### src/rtl/bp_be_fpu_issue_sched_if.sv
// Control-only handshake between the FP issue stage, the FPU datapaths and
// the FP issue/writeback scheduler. Signal names are given from the
// scheduler's point of view.
interface bp_be_fpu_issue_sched_if
    #(parameter int reg_addr_width_p = 5)
    ();

    logic                        v_i;
    logic                        ready_o;
    logic                        long_i;
    logic [reg_addr_width_p-1:0] rd_i;
    logic                        flush_i;
    logic                        pipe_v_o;
    logic                        div_v_o;
    logic                        div_ready_i;
    logic                        div_done_i;
    logic                        wb_v_o;
    logic                        wb_sel_o;
    logic [reg_addr_width_p-1:0] wb_rd_o;

    modport slave (
        input  v_i, long_i, rd_i, flush_i, div_ready_i, div_done_i,
        output ready_o, pipe_v_o, div_v_o, wb_v_o, wb_sel_o, wb_rd_o
    );

    modport master (
        output v_i, long_i, rd_i, flush_i, div_ready_i, div_done_i,
        input  ready_o, pipe_v_o, div_v_o, wb_v_o, wb_sel_o, wb_rd_o
    );

endinterface

### src/rtl/bp_be_fpu_issue_sched.sv
// FP issue/writeback scheduler. Shares one FP writeback port between the
// fixed-latency FMA pipe and the iterative div/sqrt unit. Tracks in-flight
// destinations to block WAW hazards, gives the pipe writeback priority and
// bounds how long a finished div/sqrt result can be starved.
module bp_be_fpu_issue_sched
    #(parameter int latency_p        = 5,
      parameter int reg_addr_width_p = 5,
      parameter int starve_limit_p   = 4)
    (input  logic                   clk_i,
     input  logic                   reset_n_i,
     bp_be_fpu_issue_sched_if.slave fpu);

    localparam int age_width_lp = $clog2(starve_limit_p + 1);
    localparam logic [age_width_lp-1:0] starve_lim_lp = age_width_lp'(starve_limit_p);

    // div/sqrt tracking: KILL means the unit is still busy but its result
    // belongs to a flushed op and must be dropped when it arrives.
    typedef enum logic [1:0] {
        DIV_IDLE = 2'b00,
        DIV_BUSY = 2'b01,
        DIV_KILL = 2'b10
    } div_state_e;

    div_state_e                  div_state_r, div_state_s;
    logic [reg_addr_width_p-1:0] div_rd_r;
    logic                        div_busy_s;
    logic                        div_live_s;

    logic                        shadow_v_r  [latency_p];
    logic [reg_addr_width_p-1:0] shadow_rd_r [latency_p];

    logic                        hold_v_r, hold_v_s;
    logic [reg_addr_width_p-1:0] hold_rd_r, hold_rd_s;
    logic                        hold_wb_s;

    logic [age_width_lp-1:0]     age_r, age_s;

    logic                        hazard_s;
    logic                        class_ok_s;
    logic                        ready_s;
    logic                        issue_s;
    logic                        pipe_v_s;
    logic                        div_v_s;

    logic                        wb_v_s;
    logic                        wb_sel_s;
    logic [reg_addr_width_p-1:0] wb_rd_s;

    // One destination comparison, qualified by the tracking entry's valid.
    function automatic logic rd_match(input logic                        v,
                                      input logic [reg_addr_width_p-1:0] a,
                                      input logic [reg_addr_width_p-1:0] b);
        return v & (a == b);
    endfunction

    assign div_busy_s = (div_state_r != DIV_IDLE);
    assign div_live_s = (div_state_r == DIV_BUSY);

    // WAW check of the offered destination against every live writer.
    always_comb begin
        hazard_s = rd_match(div_live_s, div_rd_r, fpu.rd_i)
                 | rd_match(hold_v_r, hold_rd_r, fpu.rd_i);
        for (int i = 0; i < latency_p; i++) begin
            hazard_s = hazard_s | rd_match(shadow_v_r[i], shadow_rd_r[i], fpu.rd_i);
        end
    end

    // Acceptance: per-class resource check, then hazard/flush/reset gating.
    always_comb begin
        class_ok_s = 1'b0;
        if (fpu.long_i) begin
            class_ok_s = ~div_busy_s & ~hold_v_r & fpu.div_ready_i;
        end else begin
            class_ok_s = (age_r < starve_lim_lp);
        end
        ready_s = reset_n_i & ~fpu.flush_i & ~hazard_s & class_ok_s;
    end

    assign issue_s      = fpu.v_i & ready_s;
    assign pipe_v_s     = issue_s & ~fpu.long_i;
    assign div_v_s      = issue_s & fpu.long_i;
    assign fpu.ready_o  = ready_s;
    assign fpu.pipe_v_o = pipe_v_s;
    assign fpu.div_v_o  = div_v_s;

    // Writeback arbitration: the pipe tail always wins, the hold fills gaps.
    always_comb begin
        wb_v_s    = 1'b0;
        wb_sel_s  = 1'b0;
        wb_rd_s   = '0;
        hold_wb_s = 1'b0;
        if (shadow_v_r[latency_p-1]) begin
            wb_v_s   = 1'b1;
            wb_sel_s = 1'b0;
            wb_rd_s  = shadow_rd_r[latency_p-1];
        end else if (hold_v_r) begin
            wb_v_s    = 1'b1;
            wb_sel_s  = 1'b1;
            wb_rd_s   = hold_rd_r;
            hold_wb_s = 1'b1;
        end else begin
            wb_v_s = 1'b0;
        end
    end

    assign fpu.wb_v_o   = wb_v_s;
    assign fpu.wb_sel_o = wb_sel_s;
    assign fpu.wb_rd_o  = wb_rd_s;

    // Pipe shadow: mirrors the FMA pipe occupancy; flush empties it.
    always_ff @(posedge clk_i or negedge reset_n_i) begin
        if (!reset_n_i) begin
            for (int i = 0; i < latency_p; i++) begin
                shadow_v_r[i]  <= 1'b0;
                shadow_rd_r[i] <= '0;
            end
        end else begin
            shadow_v_r[0]  <= pipe_v_s & ~fpu.flush_i;
            shadow_rd_r[0] <= fpu.rd_i;
            for (int i = 1; i < latency_p; i++) begin
                shadow_v_r[i]  <= shadow_v_r[i-1] & ~fpu.flush_i;
                shadow_rd_r[i] <= shadow_rd_r[i-1];
            end
        end
    end

    // div/sqrt state register.
    always_ff @(posedge clk_i or negedge reset_n_i) begin
        if (!reset_n_i) begin
            div_state_r <= DIV_IDLE;
        end else begin
            div_state_r <= div_state_s;
        end
    end

    // div/sqrt next state: the unit cannot abort, so a flush only marks the
    // result for discard; a done pulse while idle is ignored.
    always_comb begin
        div_state_s = div_state_r;
        case (div_state_r)
            DIV_IDLE: begin
                if (div_v_s) begin
                    div_state_s = DIV_BUSY;
                end else begin
                    div_state_s = DIV_IDLE;
                end
            end
            DIV_BUSY: begin
                if (fpu.div_done_i) begin
                    div_state_s = DIV_IDLE;
                end else if (fpu.flush_i) begin
                    div_state_s = DIV_KILL;
                end else begin
                    div_state_s = DIV_BUSY;
                end
            end
            DIV_KILL: begin
                if (fpu.div_done_i) begin
                    div_state_s = DIV_IDLE;
                end else begin
                    div_state_s = DIV_KILL;
                end
            end
            default: begin
                div_state_s = DIV_IDLE;
            end
        endcase
    end

    // Destination of the op currently inside the div/sqrt unit.
    always_ff @(posedge clk_i or negedge reset_n_i) begin
        if (!reset_n_i) begin
            div_rd_r <= '0;
        end else if (div_v_s) begin
            div_rd_r <= fpu.rd_i;
        end else begin
            div_rd_r <= div_rd_r;
        end
    end

    // Hold next state: flush drops it, a live done loads it, a writeback
    // grant empties it. Done and hold writeback cannot coincide because a
    // div issue needs an empty hold.
    always_comb begin
        hold_v_s  = hold_v_r;
        hold_rd_s = hold_rd_r;
        if (fpu.flush_i) begin
            hold_v_s = 1'b0;
        end else if (fpu.div_done_i & div_live_s) begin
            hold_v_s  = 1'b1;
            hold_rd_s = div_rd_r;
        end else if (hold_wb_s) begin
            hold_v_s = 1'b0;
        end else begin
            hold_v_s = hold_v_r;
        end
    end

    // Hold register for a finished div/sqrt result awaiting the port.
    always_ff @(posedge clk_i or negedge reset_n_i) begin
        if (!reset_n_i) begin
            hold_v_r  <= 1'b0;
            hold_rd_r <= '0;
        end else begin
            hold_v_r  <= hold_v_s;
            hold_rd_r <= hold_rd_s;
        end
    end

    // Starvation age: counts cycles a held result loses arbitration; it is
    // zeroed whenever the hold is (or is about to be) empty so pipe issue
    // resumes the cycle after the hold drains.
    always_comb begin
        age_s = age_r;
        if (~hold_v_r | fpu.flush_i | hold_wb_s) begin
            age_s = '0;
        end else if (age_r != starve_lim_lp) begin
            age_s = age_r + age_width_lp'(1);
        end else begin
            age_s = age_r;
        end
    end

    // Starvation age register.
    always_ff @(posedge clk_i or negedge reset_n_i) begin
        if (!reset_n_i) begin
            age_r <= '0;
        end else begin
            age_r <= age_s;
        end
    end

endmodule

### src/flat_wrapper.sv
// flat-port wrapper written by rule: the top's interface ports become plain ports
module bp_be_fpu_issue_sched_flat 
#(parameter int latency_p        = 5,
      parameter int reg_addr_width_p = 5,
      parameter int starve_limit_p   = 4)
  (clk_i, reset_n_i, fpu_v_i, fpu_long_i, fpu_rd_i, fpu_flush_i, fpu_div_ready_i, fpu_div_done_i, fpu_ready_o, fpu_pipe_v_o, fpu_div_v_o, fpu_wb_v_o, fpu_wb_sel_o, fpu_wb_rd_o);
  bp_be_fpu_issue_sched_if #(.reg_addr_width_p(reg_addr_width_p)) fpu_i ();
  input  logic clk_i;
  input  logic reset_n_i;
  input wire logic [$bits(fpu_i.v_i)-1:0] fpu_v_i;
  input wire logic [$bits(fpu_i.long_i)-1:0] fpu_long_i;
  input wire logic [$bits(fpu_i.rd_i)-1:0] fpu_rd_i;
  input wire logic [$bits(fpu_i.flush_i)-1:0] fpu_flush_i;
  input wire logic [$bits(fpu_i.div_ready_i)-1:0] fpu_div_ready_i;
  input wire logic [$bits(fpu_i.div_done_i)-1:0] fpu_div_done_i;
  output wire logic [$bits(fpu_i.ready_o)-1:0] fpu_ready_o;
  output wire logic [$bits(fpu_i.pipe_v_o)-1:0] fpu_pipe_v_o;
  output wire logic [$bits(fpu_i.div_v_o)-1:0] fpu_div_v_o;
  output wire logic [$bits(fpu_i.wb_v_o)-1:0] fpu_wb_v_o;
  output wire logic [$bits(fpu_i.wb_sel_o)-1:0] fpu_wb_sel_o;
  output wire logic [$bits(fpu_i.wb_rd_o)-1:0] fpu_wb_rd_o;
  assign fpu_i.v_i = fpu_v_i;
  assign fpu_i.long_i = fpu_long_i;
  assign fpu_i.rd_i = fpu_rd_i;
  assign fpu_i.flush_i = fpu_flush_i;
  assign fpu_i.div_ready_i = fpu_div_ready_i;
  assign fpu_i.div_done_i = fpu_div_done_i;
  assign fpu_ready_o = fpu_i.ready_o;
  assign fpu_pipe_v_o = fpu_i.pipe_v_o;
  assign fpu_div_v_o = fpu_i.div_v_o;
  assign fpu_wb_v_o = fpu_i.wb_v_o;
  assign fpu_wb_sel_o = fpu_i.wb_sel_o;
  assign fpu_wb_rd_o = fpu_i.wb_rd_o;
  bp_be_fpu_issue_sched #(.latency_p(latency_p), .reg_addr_width_p(reg_addr_width_p), .starve_limit_p(starve_limit_p)) u_core (.clk_i(clk_i), .reset_n_i(reset_n_i), .fpu(fpu_i));
endmodule
### config.mk
export PLATFORM = sky130hd
export DESIGN_NAME = bp_be_fpu_issue_sched_flat
export DESIGN_NICKNAME = d
export VERILOG_FILES = /design/src/rtl/bp_be_fpu_issue_sched_if.sv /design/src/rtl/bp_be_fpu_issue_sched.sv /design/src/flat_wrapper.sv
export SDC_FILE = /design/constraint.sdc
export NUM_CORES = 1
export LEC_CHECK = 0
export ABC_AREA = 1
export BUFFER_PORTS_ARGS = -buffer_cell sky130_fd_sc_hd__buf_2
export CAP_MARGIN = 10
export CORE_MARGIN = 2
export CORE_UTILIZATION = 55
export DETAILED_ROUTE_END_ITERATION = 12
export PLACE_DENSITY = 0.75
export SYNTH_ARGS = -nofsm -noshare
export SYNTH_HDL_FRONTEND = slang
export SYNTH_SLANG_ARGS = --single-unit
### constraint.sdc
create_clock -name clk_i -period 1.8 [get_ports clk_i]
set_input_delay 0.18 -clock clk_i [delete_from_list [all_inputs] [get_ports clk_i]]
set_output_delay 0.18 -clock clk_i [all_outputs]
set_load 0.01 [all_outputs]
; After elaboration in Yosys (flattened, before gate mapping)
; Cells that the tools add are included.
[totals]
reg_bits = 46
in_bits = 12
out_inout_bits = 10
elab_cells = 82
[classes]
addsub = 1
order_cmp = 1
n_eq_ne = 10
muxes = 16
n_bitwise = 34
n_reduce_logical = 5
[ops]
columns = operator, count
row1 = $eq 5x5->1, 7
row2 = $and 1x1->1, 21
row3 = $mux 5, 2
row4 = $mux 1, 8
row5 = $or 1x1->1, 8
row6 = $mux 2, 3
row7 = $mux 3, 2
row8 = $pmux 2 s3, 1
row9 = $not 1->1, 5
row10 = $reduce_bool 2->1, 2
row11 = $add 3x1->3 const B, 1
row12 = $lt 3x3->1 const B, 1
row13 = $ne 3x3->1 const B, 1
row14 = $reduce_bool 3->1, 1
row15 = $eq 2x1->1 const B, 1
row16 = $eq 2x2->1 const B, 1
row17 = $logic_not 2->1, 1
row18 = $reduce_and 2->1, 1

; Depth between registers and ports, before layout
[depth]
ltp_word = 15
ltp_mapped = 12

; Worst setup path before layout
; No wires, ideal clock.
[synth_path]
path_kind = reg2out
from = register u_core.hold_v_r
to = output fpu_pipe_v_o
t_arrival_ns = 1.216
path_slack_ns = 0.404
stages_incl_launch_ff = 8
path_buffers = 0
path_cell_list = dfrtp_1 -> inv_1 -> nand3_1 -> a21oi_1 -> nand2_1 -> nor2_2 -> nand2_2 -> nor3_1
[synth_via]
elab_chain_cells = 12
[synth_rtl]
columns = element, line_no
row1 = start: declaration, bp_be_fpu_issue_sched.sv:32  ; logic hold_v_r, hold_v_s;
row2 = start signal: assignment, bp_be_fpu_issue_sched.sv:205  ; hold_v_r <= hold_v_s;
row3 = $and 1x1->1, bp_be_fpu_issue_sched.sv:53  ; return v & (a == b);
row4 = $or 1x1->1, bp_be_fpu_issue_sched.sv:62  ; | rd_match(hold_v_r, hold_rd_r, fpu.rd_i);
row5 = $or 1x1->1 (5 in a row), bp_be_fpu_issue_sched.sv:64  ; hazard_s = hazard_s | rd_match(shadow_v_r[i], shadow_rd_r[i], fpu.rd_i);
row6 = $not 1->1, bp_be_fpu_issue_sched.sv:76  ; ready_s = reset_n_i & ~fpu.flush_i & ~hazard_s & class_ok_s;
row7 = $and 1x1->1, bp_be_fpu_issue_sched.sv:76
row8 = $and 1x1->1 (*), bp_be_fpu_issue_sched.sv:76
row9 = $and 1x1->1 (*), bp_be_fpu_issue_sched.sv:79  ; assign issue_s = fpu.v_i & ready_s;
row10 = $and 1x1->1 (*), bp_be_fpu_issue_sched.sv:80  ; assign pipe_v_s = issue_s & ~fpu.long_i;
row11 = end: declaration, flat_wrapper.sv:17  ; output wire logic [$bits(fpu_i.pipe_v_o)-1:0] fpu_pipe_v_o;
; Every way passes the cells marked *; elsewhere a longest branch is shown, timed or not.

; Final worst setup path
[layout_path]
from = register u_core.hold_rd_r[2]
to = output fpu_pipe_v_o
[layout_via]
elab_chain_cells = 13
[layout_rtl]
columns = element, line_no
row1 = start: declaration, bp_be_fpu_issue_sched.sv:33  ; logic [reg_addr_width_p-1:0] hold_rd_r, hold_rd_s;
row2 = start signal: assignment, bp_be_fpu_issue_sched.sv:206  ; hold_rd_r <= hold_rd_s;
row3 = $eq 5x5->1, bp_be_fpu_issue_sched.sv:53
row4 = $and 1x1->1, bp_be_fpu_issue_sched.sv:53
row5 = $or 1x1->1, bp_be_fpu_issue_sched.sv:62
row6 = $or 1x1->1 (5 in a row), bp_be_fpu_issue_sched.sv:64
row7 = $not 1->1, bp_be_fpu_issue_sched.sv:76
row8 = $and 1x1->1 (2 in a row), bp_be_fpu_issue_sched.sv:76
row9 = $and 1x1->1, bp_be_fpu_issue_sched.sv:79
row10 = $and 1x1->1, bp_be_fpu_issue_sched.sv:80
; No other way between the ends.

==> summary.log <==
[logic_synthesis] synthesized area per cell 7.35 um^2
[logic_synthesis] count of unique library cells instantiated by Yosys 22
[placement] half-perimeter wire length after detailed placement 3630 um
[global_route] largest net degree at the start of global routing 47
[critical_path] data required time at the worst endpoint 1.62 ns
[critical_path] kind of end point of the critical path output pin
[job] max cap viols 0
[route] Max Used Layer met4
[finish] layout cell share with drive strength beyond 1 14.2%
[critical_path] R2R Path Start u_core.hold_rd_r[2]
[logic_synthesis] YS warnings 0
[finish] final std cells w/o fill 382
[clock_network] CTS HTree Levels 2
[power] Leak 0.00141 uW
[finish] cell area after layout 2500 um^2
[critical_path] Worst Setup Start Kind flip-flop
[power] Max rail drop VDD 629 uV
[status] violated checks negative setup slack
[finish] Area growth, synth to finish 12.0%
[power] power share of the sequential group 55.4%
[route] Routed met3 length 263 um
[sta] count of endpoints failing hold in the final timing report 0
[logic_synthesis] Post-Syn Area 2240 um^2
[floorplan] die area 4590 um^2
[sta] final-layout worst hold slack 0.0228 ns
[power] power density over the cells 841 nW/um^2
[critical_path] critical-path cell list inv_1 > nand2_1 > nand2_1 > nor2_1 > nand3_1 > nand2_1 > nor2_2 > nand2_2 > nor3_1 > buf_2
[clock_network] CTS Buf Count 5
[route] Antenna Nets Post-Route 0
[sta] final setup skew 0.00359 ns
[placement] IO buf count 21
[power] Clock Power Share 30.7%
[sta] share of the cycle needed by the critical path after routing 101%
[sta] unrepaired setup endpoints after global routing true
[sta] highest clock frequency the design can meet 552 MHz
[global_route] via count of the first global-routing pass 1,748
[sta] number of slew-limit violations in the final report 0
[clock_network] # clock sinks 46
[clock_network] quantity of hold-fixing buffers added after cts 0
[floorplan] starting density of the core 56.7%
[clock_network] clock latency on the worst-skew pair 0.30 ns
[finish] area of combinational cells with multiple inputs 868 um^2
[route] length of routed met2 wiring 2290 um
[route] # DRC 0
[route] Initial DRT Pass Iterations 4
[logic_synthesis] gate count after technology mapping 304
[clock_network] TritonCTS clock tree done
[finish] Antenna diodes 0
[critical_path] FF-to-FF End u_core.div_rd_r[1]
[sta] pin slew with the least headroom to its limit 0.578 ns
[critical_path] path depth of the worst reg2reg path 12
[critical_path] R2R setup slack 0.26 ns
[global_route] total congestion overflow after global routing 0
[critical_path] delay of the slowest cell on the worst path 0.41 ns
[placement] cell count after placement 373
[critical_path] slowest stage cell, crit path dfrtp_1
[global_route] wire length of the first global-routing pass 8110 um
[clock_network] register clock-pin slew on the reported worst setup and hold paths 0.08 ns
[route] via density per instance 5.00
[logic_synthesis] FF+latch count, synth 46
[power] part of the total power dissipated in combinational logic 13.9%
[sta] setup violation total in the final timing report 1
[floorplan] boundary pin count 22
[route] M1 wire length 2350 um
[floorplan] die height 67.8 um
[global_route] overall track demand over capacity in global routing 24.9%
[critical_path] worst endpoint data arrival time 1.63 ns
[global_route] initial antenna violation count 0
[floorplan] FP Rows 23
[critical_path] peak fanout along the critical path 4
[route] Routed WL per cell 13.1 um
[critical_path] most used cell along the critical path nand2_1
[floorplan] core area 3940 um^2
[clock_network] maximum count of clock buffers along a single path 2
[placement] GP Congestion 0.830
[floorplan] floorplan die width 67.8 um
[route] Total Wirelength 4990 um
[sta] Final TNS setup -0.0128 ns
[clock_network] master cell of the clock root buffer clkbuf_8
[critical_path] critical path start-end classification flip-flop to output pin
[sta] remaining max-slew budget at the tightest pin 61.5%
[finish] post-route core utilization 63.5%
[logic_synthesis] Mapped Nets 318
[hold_path] worst hold-check path type input pin to async pin
[route] Starting DRT DRC Count 133
[sta] Tmin final 1.81 ns
[finish] # fillers 356
[power] Int Power 1520 uW
[power] switching part of the total 28.0%
[finish] Post-layout nets 345
[placement] area post-placement 2400 um^2
[sta] setup slack after layout -0.0128 ns
[logic_synthesis] fraction of the yosys area taken by sequential cells 51.5%
[power] switching power of the nets 590 uW
[status] status finished, violations left
[finish] area taken by flip-flops and latches 1150 um^2
[route] count of vias placed by the detailed router 1,910
-- cell usage in the layout, fill, tap and decap left out, types with 5 or more instances in the layout --
| master | synthesis | layout |
|---|---|---|
| nand3_1 | 16 | 16 |
| inv_1 | 45 | 44 |
| o21ai_0 | 10 | 10 |
| dfrtp_1 | 46 | 46 |
| clkbuf_8 | 0 | 6 |
| nor2_1 | 33 | 32 |
| nand2_1 | 121 | 121 |
| buf_2 | 3 | 21 |
| buf_4 | 2 | 5 |
| inv_2 | 4 | 5 |
-- routing by layer --
layer,vias to the layer above,global-route usage [%]
met5,-,0
met4,0,9.95
met3,9,5.00
met2,48,39.7
met1,887,33.4
li1,966,-
-- per-stage QoR --
stage               setup slack, ns  total power, uW
floorplan                     0.404             1370
global placement              0.217             1470
detailed placement            0.194             1480
CTS                         -0.0640             2120
global route                 -0.180             2220
finish                      -0.0128             2110
-- cell usage after synthesis --
| master | number | area [um^2] |
|---|---|---|
| nand2_2 | 1 | 6.26 |
| nand2_1 | 121 | 454 |
| nor2_1 | 33 | 124 |
| nor2_4 | 1 | 11.3 |
| xnor2_1 | 1 | 8.76 |
| o22ai_1 | 3 | 18.8 |
| nor3_1 | 3 | 15.0 |
| buf_4 | 2 | 15.0 |
| a21oi_1 | 5 | 25.0 |
| nand3_1 | 16 | 80.1 |
| clkinv_2 | 1 | 5.00 |
| clkbuf_1 | 1 | 3.75 |
| nand4_2 | 1 | 12.5 |
| o21ai_0 | 10 | 50.1 |
| o21ai_1 | 1 | 5.00 |
| nor2_2 | 3 | 18.8 |
| o31ai_1 | 1 | 7.51 |
| buf_2 | 3 | 15.0 |
| dfrtp_1 | 46 | 1150 |
| inv_2 | 4 | 15.0 |
| ha_1 | 2 | 25.0 |
| inv_1 | 45 | 169 |
-- power groups by stage --
| stage | logic [uW] | clock network [uW] | registers (uW) |
|---|---|---|---|
| 2_1_floorplan | 197 | 0 | 1170 |
| 3_3_place_gp | 285 | 0 | 1190 |
| 3_5_place_dp | 290 | 0 | 1190 |
| 4_1_cts | 293 | 660 | 1170 |
| 5_1_grt | 339 | 707 | 1180 |
| 6_report | 293 | 647 | 1170 |
-- critical path, delay by kind of cell (launching register included) --
kind                   cells  cell delay (ns)
buffers and inverters      2             0.24
AND/OR/NAND/NOR            8             0.67
flip-flops                 1             0.41
-- state kept, by name, indices dropped and copies added (netlist names) --
signal              count
u_core.age_r            3
u_core.div_rd_r         5
u_core.div_state_r      2
u_core.hold_rd_r        5
u_core.hold_v_r         1
u_core.shadow_rd_r     25
u_core.shadow_v_r       5
-- worst max path at each step --
stage,from,to,slack [ns]
6_report,u_core.hold_rd_r[2],fpu_pipe_v_o,-0.01
5_1_grt,u_core.div_state_r[1],fpu_pipe_v_o,-0.18
4_1_cts,u_core.div_state_r[0],fpu_pipe_v_o,-0.06
3_5_place_dp,fpu_rd_i[3],fpu_pipe_v_o,0.19
3_3_place_gp,u_core.hold_v_r,fpu_pipe_v_o,0.22
2_1_floorplan,u_core.hold_v_r,fpu_pipe_v_o,0.40
-- timing repair --
item	CTS	global route
resized for setup	2	1
buffers inserted	0	1
pin swaps	2	1
endpoints found under the setup margin	3	3
-- layout make-up --
| cell class | count | share of cell area (%) |
|---|---|---|
| Clock buffer | 7 | 3.45 |
| Clock inverter | 1 | 0.200 |
| Inverter | 50 | 7.54 |
| Multi-Input combinational cell | 202 | 34.7 |
| Sequential cell | 46 | 46.0 |
| Tap cell | 50 | 2.50 |
| Timing Repair Buffer | 26 | 5.69 |
-- kinds of logic (layout without fill, tap and decap cells) --
logic type / after synthesis / after routing / share of synthesized area, %
and+or+nand+nor: 179 / 179 / 32.3
AOI/OAI and AO/OA: 20 / 20 / 4.76
xor gates and xnor gates: 1 / 1 / 0.392
DFF: 46 / 46 / 51.5
adders and majority gates: 2 / 2 / 1.12
buffers and inverters: 56 / 84 / 9.96
(Power assumes the default switching activity.)
